--- config.mk ---
export PLATFORM = sky130hd
export DESIGN_NAME = intr_ctrl_flat
export DESIGN_NICKNAME = d
export VERILOG_FILES = /design/src/rtl/intr_ctrl_if.sv /design/src/rtl/intr_ctrl.sv /design/src/flat_wrapper.sv
export SDC_FILE = /design/constraint.sdc
export NUM_CORES = 1
export LEC_CHECK = 0
export CAP_MARGIN = 20
export CORE_MARGIN = 2
export CORE_UTILIZATION = 46
export DETAILED_ROUTE_END_ITERATION = 10
export PLACE_DENSITY = 0.76
export SLEW_MARGIN = 5
export SYNTH_ARGS = -nofsm -noshare
export SYNTH_HDL_FRONTEND = slang
export SYNTH_SLANG_ARGS = --single-unit
--- constraint.sdc ---
create_clock -name CLK -period 1.6 [get_ports CLK]
set_clock_uncertainty 0.05 [all_clocks]
set_input_delay 0.32 -clock CLK [delete_from_list [all_inputs] [get_ports CLK]]
set_output_delay 0.32 -clock CLK [all_outputs]
set_load 0.1 [all_outputs]
--- src/rtl/intr_ctrl_if.sv ---
// Interrupt-controller bus between the controller and the CPU/interrupt side.
// The master drives the IRQ lines, mask writes and ACK/DONE; the slave returns the request, ID and status.
interface intr_ctrl_if #(
  parameter int N_SRC = 4,
  parameter int ID_W  = 2
);
  logic [N_SRC-1:0] IRQ;
  logic             MASK_WE;
  logic [N_SRC-1:0] MASK_DATA;
  logic             INTR_ACK;
  logic             INTR_DONE;
  logic             INTR_OUT;
  logic [ID_W-1:0]  INTR_ID;
  logic [N_SRC-1:0] PENDING;
  logic [N_SRC-1:0] MASK;

  modport master (
    output IRQ, MASK_WE, MASK_DATA, INTR_ACK, INTR_DONE,
    input  INTR_OUT, INTR_ID, PENDING, MASK
  );

  modport slave (
    input  IRQ, MASK_WE, MASK_DATA, INTR_ACK, INTR_DONE,
    output INTR_OUT, INTR_ID, PENDING, MASK
  );
endinterface

--- src/rtl/intr_ctrl.sv ---
// Edge-triggered, fixed-priority interrupt controller that raises INTR_OUT 4 edges after IRQ is first sampled high.
// Only one request is in flight; new edges are held in PENDING until the ACK/DONE handshake returns to IDLE.
module intr_ctrl #(
  parameter int N_SRC = 4,
  parameter int ID_W  = 2
) (
  input  logic       CLK,
  input  logic       RST,
  intr_ctrl_if.slave bus
);

  typedef enum logic [1:0] {
    IDLE    = 2'd0,
    REQ     = 2'd1,
    SERVICE = 2'd2
  } state_t;

  state_t           state_q, state_d;
  logic             out_q, out_d;
  logic [ID_W-1:0]  id_q, id_d;
  logic [N_SRC-1:0] pend_q, pend_d;
  logic [N_SRC-1:0] mask_q, mask_d;
  logic [N_SRC-1:0] sync1_q, sync2_q, prev_q;

  logic [N_SRC-1:0] rise;
  logic [N_SRC-1:0] eligible;
  logic [N_SRC-1:0] clr;
  logic [ID_W-1:0]  win_id;
  logic             ack_acc;

  // Reset clears the sync chain, so a line held high across reset yields one edge.
  always_ff @(posedge CLK or posedge RST) begin
    if (RST) begin
      sync1_q <= '0;
      sync2_q <= '0;
      prev_q  <= '0;
    end else begin
      sync1_q <= bus.IRQ;
      sync2_q <= sync1_q;
      prev_q  <= sync2_q;
    end
  end

  assign rise     = sync2_q & ~prev_q;
  assign eligible = pend_q & ~mask_q;
  assign ack_acc  = (state_q == REQ) && bus.INTR_ACK;

  always_comb begin
    win_id = '0;
    for (int i = N_SRC - 1; i >= 0; i--) begin
      if (eligible[i]) win_id = ID_W'(i);
    end
  end

  // A fresh edge on the bus being acknowledged survives as a new request.
  always_comb begin
    clr = '0;
    if (ack_acc) clr = N_SRC'(1) << id_q;
    pend_d = (pend_q & ~clr) | rise;
  end

  always_comb begin
    mask_d = mask_q;
    if (bus.MASK_WE) mask_d = bus.MASK_DATA;
  end

  always_comb begin
    state_d = state_q;
    out_d   = out_q;
    id_d    = id_q;
    unique case (state_q)
      IDLE: begin
        if (|eligible) begin
          state_d = REQ;
          out_d   = 1'b1;
          id_d    = win_id;
        end
      end
      REQ: begin
        if (bus.INTR_ACK) begin
          state_d = SERVICE;
          out_d   = 1'b0;
        end
      end
      SERVICE: begin
        if (bus.INTR_DONE) state_d = IDLE;
      end
      default: begin
        state_d = IDLE;
        out_d   = 1'b0;
      end
    endcase
  end

  always_ff @(posedge CLK or posedge RST) begin
    if (RST) begin
      state_q <= IDLE;
      out_q   <= 1'b0;
      id_q    <= '0;
      pend_q  <= '0;
      mask_q  <= '1;
    end else begin
      state_q <= state_d;
      out_q   <= out_d;
      id_q    <= id_d;
      pend_q  <= pend_d;
      mask_q  <= mask_d;
    end
  end

  assign bus.INTR_OUT = out_q;
  assign bus.INTR_ID  = id_q;
  assign bus.PENDING  = pend_q;
  assign bus.MASK     = mask_q;

endmodule

--- src/flat_wrapper.sv ---
// flat-port wrapper written by rule: the top's interface ports become plain ports
module intr_ctrl_flat 
#(
  parameter int N_SRC = 4,
  parameter int ID_W  = 2
)
  (CLK, RST, bus_IRQ, bus_MASK_WE, bus_MASK_DATA, bus_INTR_ACK, bus_INTR_DONE, bus_INTR_OUT, bus_INTR_ID, bus_PENDING, bus_MASK);
  intr_ctrl_if #(.N_SRC(N_SRC), .ID_W(ID_W)) bus_i ();
  input  logic CLK;
  input  logic RST;
  input wire logic [$bits(bus_i.IRQ)-1:0] bus_IRQ;
  input wire logic [$bits(bus_i.MASK_WE)-1:0] bus_MASK_WE;
  input wire logic [$bits(bus_i.MASK_DATA)-1:0] bus_MASK_DATA;
  input wire logic [$bits(bus_i.INTR_ACK)-1:0] bus_INTR_ACK;
  input wire logic [$bits(bus_i.INTR_DONE)-1:0] bus_INTR_DONE;
  output wire logic [$bits(bus_i.INTR_OUT)-1:0] bus_INTR_OUT;
  output wire logic [$bits(bus_i.INTR_ID)-1:0] bus_INTR_ID;
  output wire logic [$bits(bus_i.PENDING)-1:0] bus_PENDING;
  output wire logic [$bits(bus_i.MASK)-1:0] bus_MASK;
  assign bus_i.IRQ = bus_IRQ;
  assign bus_i.MASK_WE = bus_MASK_WE;
  assign bus_i.MASK_DATA = bus_MASK_DATA;
  assign bus_i.INTR_ACK = bus_INTR_ACK;
  assign bus_i.INTR_DONE = bus_INTR_DONE;
  assign bus_INTR_OUT = bus_i.INTR_OUT;
  assign bus_INTR_ID = bus_i.INTR_ID;
  assign bus_PENDING = bus_i.PENDING;
  assign bus_MASK = bus_i.MASK;
  intr_ctrl #(.N_SRC(N_SRC), .ID_W(ID_W)) u_core (.CLK(CLK), .RST(RST), .bus(bus_i));
endmodule
======== Word level (Yosys, flattened, before mapping) ========
Index checks and enable logic that the tools add are counted.
storage, ports and cells
  register bits after elaboration ......... 25
  bits of input ports ..................... 13
  output and inout bits ................... 11
  logic and storage cells ................. 40
operators by class
  eq/ne operators ......................... 5
  shift-type cells ........................ 1
  muxes and demuxes ....................... 12
  bitwise logic cells ..................... 8
  reduce and logical (&&, ||, !) cells .... 6
operators by type and width
  operator               number
  $mux W2                7
  $and A4 B4 Y4          3
  $not A4 Y4             3
  $pmux W2 S3            1
  $reduce_and A3 Y1      2
  $mux W4                1
  $ne A2 B2 Y1 const B   2
  $or A4 B4 Y4           1
  $reduce_or A4 Y1       1
  $shl A1 B2 Y4 const A  1
  $pmux W1 S3            1
  $eq A2 B1 Y1 const B   1
  $eq A2 B2 Y1 const B   1
  $logic_not A2 Y1       1
  $mux W1                2
  $ne A2 B1 Y1 const B   1
  $reduce_and A2 Y1      1
  $logic_and A1 B1 Y1    1
  $not A1 Y1             1

======== Longest topological paths before layout ========
  depth after elaboration ................. 6
  depth in mapped cells ................... 4
  mapped depth without buffers ............ 3

======== Worst setup path after synthesis ========
OpenSTA, ideal clock, no wires.
  path type ............................... reg2reg
  start point ............................. reg u_core.id_q[0] (netlist: u_core.bus.INTR_ID[0])
  end point ............................... reg u_core.pend_q[1] (netlist: u_core.bus.PENDING[1])
  arrival time ............................ 1722 ps
  required time ........................... 1427 ps
  setup slack ............................. -295 ps
  stages on the path, launching flop included .. 4
  path through ............................ dfrtp_1 -> inv_1 -> or4_1 -> a22o_1
on the way
  word-level cells in the longest chain between the ends .. 5
ends and longest elaborated chain
  item                    RTL line          text
  from (decl)             intr_ctrl.sv:20   logic [ID_W-1:0] id_q, id_d;
  from (signal assigned)  intr_ctrl.sv:105  id_q <= id_d;
  $shl A1 B2 Y4           intr_ctrl.sv:58   if (ack_acc) clr = N_SRC'(1) << id_q;
  $mux W4                 intr_ctrl.sv:58
  $not A4 Y4              intr_ctrl.sv:59   pend_d = (pend_q & ~clr) | rise;
  $and A4 B4 Y4           intr_ctrl.sv:59
  $or A4 B4 Y4            intr_ctrl.sv:59
  via u_core.pend_d[1]    intr_ctrl.sv:21   logic [N_SRC-1:0] pend_q, pend_d;
  to (signal assigned)    intr_ctrl.sv:106  pend_q <= pend_d;
  to (decl)               intr_ctrl.sv:21
The timed path passes the listed nets, and every way through them passes these cells.
A chain may end at the register's enable or synchronous reset.

======== Final worst setup path ========
  start point ............................. reg u_core.mask_q[1] (netlist: u_core.bus.MASK[1])
  end point ............................... out bus_MASK[1]
RTL lines
  item                    RTL line            text
  from (decl)             intr_ctrl.sv:22     logic [N_SRC-1:0] mask_q, mask_d;
  from (signal assigned)  intr_ctrl.sv:107    mask_q <= mask_d;
  to (decl)               flat_wrapper.sv:19  output wire logic [$bits(bus_i.MASK)-1:0] bus_MASK;
No word-level cell between the ends.

==> results_dict.tcl <==
set metrics [dict create \
    status "finished clean" \
    netlist_area_um2 907 \
    core-area_mm2 0.00190 \
    grt_start_max_net_pins 26 \
    synth_top_area_share_pct 57.9 \
    cts_buffers 3 \
    hpwlAfterDp_um 1230 \
    hold_buffers 0 \
    r2r_slack_ps 140 \
    ff_latch_area_um2 653 \
    grt_util_all_layers_pct 14.7 \
    wirelength_um 1560 \
    cts_tree "done" \
    clk_latency_ps 310 \
    critPathLaunchType "flip-flop" \
    start_util_pct 47.7 \
    synthToLayoutAreaGrowth_pct 46.5 \
    drive_gt1_share_pct 32.6 \
    fin_tns_setup_ps 0 \
    synth_top_family_by_area "compound AO/OA/AOI/OAI gates" \
    slew_viol_final 0 \
    port_buffers 23 \
    multi_input_area_um2 238 \
    diodes 0 \
    grt_pass1_vias 578 \
    arrival_ps 1140 \
    syn_nets 81 \
    path_cells "buf_12" \
    drc 0 \
    slowest_delay_ps 660 \
    dr.pass1.iters 4 \
    fmax_mhz 663 \
    synth_async_sr_flop_share_pct 100 \
    hold_viol_final 0 \
    rows 16 \
    critPathSlowestCell "dfstp_4" \
    nNetsFinal 109 \
    synth_edf_count 0 \
    finalHoldWorstSlack_ps 283 \
    die_y_um 48.4 \
    synth_xor_area_share_pct 0 \
    cp-end-kind "output port" \
    synth.distinct_cells 24 \
    synth.area.mux_share_pct 4.97 \
    maxCapViolCount 0 \
    antenna_found_initial 0 \
    critPathTopFamily "flip-flops" \
    hold_path_class "in2async" \
    peakVddDrop_mv 1.10 \
    reg2regPathDepth 3 \
    drt_iter0_markers 16 \
    synthAdderAreaFrac_pct 0 \
    post_cts_buffers 0 \
    gr-total-overflow 0 \
    die_w_um 48.4 \
    synthCells 68 \
    die_area_mm2 0.00234 \
    ys_ff_latch 25 \
    grt_pass1_wl_um 2610 \
    finalCriticalPeriod_ps 1510 \
    path_buf_inv 1 \
    cp.required_ps 1230 \
    synth_warnings 0 \
    avgViaCountPerCell 4.92 \
    powerDensity_mw_per_mm2 2010 \
    gp_congestion 0.836 \
    clk_pin_slew_worst_paths_ps 120 \
    critical_path.max_fanout 4 \
    clk_path_buf_depth 2 \
    yosysSeqAreaShare_pct 69.5 \
    r2r-end "u_core.bus.INTR_OUT" \
    period_share_pct 94.3 \
    worst-path-stages 1 \
    htreeDepth 1 \
    synth_top_cell_by_area "dfrtp_1" \
    cts-resized-gates 0 \
    nFillCells 137 \
    clock_sinks 25 \
    postSynthAreaPerCell_um2 13.3 \
    synth_area_leaders "dfrtp_1 58%, dfstp_2 12%, mux2_2 5.0%, o21ai_0 3.9%, nand2b_1 2.8%" \
    tightest_slew_ps 281 \
    dr_total_vias 600 \
    r2r_start "u_core.bus.MASK[1]" \
    setup_viol 0 \
    slew_headroom_pct 81.0 \
    cts_root_buffer "clkbuf_4" \
    rsz0062_at_grt "false" \
    critPathLaunch "u_core.bus.MASK[1]" \
    wl_per_cell_um 12.8 \
    synth_compound_area_share_pct 12.0 \
    critical_path_class "reg2out" \
    synth-simple-area-share_pct 9.24 \
    crit_end "bus_MASK[1]" \
    p_leak_nw 0.573 \
    ios 24 \
    ant_nets 0 \
    synth_ff_type "dfrtp_1" \
]
[cell usage in the layout, fill, tap and decap left out, types with 2 or more instances in the layout]
cell	synthesis	layout
inv_1	6	6
nand2b_1	4	4
nor2_1	3	3
clkdlybuf4s50_1	0	12
buf_4	0	2
dfstp_4	0	4
dfrtp_1	21	15
nand2_1	3	3
buf_12	0	11
mux2_2	4	4
o21ai_0	7	7
dfrtp_2	0	6
clkbuf_4	0	3
[per-layer routing]
layer / vias to the layer above / global-route usage [%] / share of wire, %
met4: 0 / 8.57 / 2.2
met2: 22 / 24.3 / 50
met1: 283 / 18.1 / 41
met5: - / 0 / 0
li1: 290 / - / -
met3: 5 / 2.78 / 6.6
[state kept, by name (all words and copies together), names as in the netlist]
register / count
u_core.bus.PENDING: 4
u_core.bus.INTR_OUT: 1
u_core.state_q: 2
u_core.sync2_q: 4
u_core.sync1_q: 4
u_core.bus.INTR_ID: 2
u_core.prev_q: 4
u_core.bus.MASK: 4
[report_power, final]
group / switching [mW] / internal [mW]
registers: 0.196 / 0.793
clock network: 0.166 / 0.0973
logic: 0.878 / 0.534
total: 1.24 / 1.42
[final cells by class]
| type | instances | share of cell area, % |
|---|---|---|
| Clock buffer | 4 | 1.98 |
| Inverter | 6 | 1.69 |
| Multi-Input combinational cell | 35 | 17.9 |
| Sequential cell | 25 | 49.2 |
| Tap cell | 27 | 2.54 |
| Timing Repair Buffer | 25 | 26.7 |
[worst min-delay path by stage]
stage	start	slack (ps)	end
after floorplan	u_core.sync1_q[0]	280	u_core.sync2_q[0]
after global placement	u_core.sync1_q[0]	280	u_core.sync2_q[0]
after detailed placement	u_core.sync1_q[0]	290	u_core.sync2_q[0]
after CTS	RST	290	u_core.sync1_q[3]
after global routing	RST	310	u_core.prev_q[3]
final	RST	280	u_core.sync1_q[0]
[Yosys cell counts, drive strengths merged (3+ instances only)]
cell / instances
dfrtp: 21
o21ai: 7
inv: 6
dfstp: 4
mux2: 4
nand2b: 4
nand2: 3
nor2: 3
[stage by stage]
step	power (mW)	std cells	setup WS, ps	instance area (µm²)	utilization, %
5_1_grt	2.78	122	54.1	1330	69.9
6_report	2.67	122	90.8	1330	69.9
3_3_place_gp	2.40	118	-33.7	1300	68.5
3_5_place_dp	2.42	118	-36.4	1300	68.5
4_1_cts	2.69	122	74.5	1330	69.9
2_1_floorplan	1.88	68	-2.02	930	-
[cells by family (layout without fill, tap and decap cells)]
family | count (synthesis) | count (layout)
buffers and inverters | 8 | 35
AOI/OAI and AO/OA | 16 | 16
and+or+nand+nor | 15 | 15
DFF | 25 | 25
muxes | 4 | 4
No activity file was read; power rests on OpenSTA's default activity.
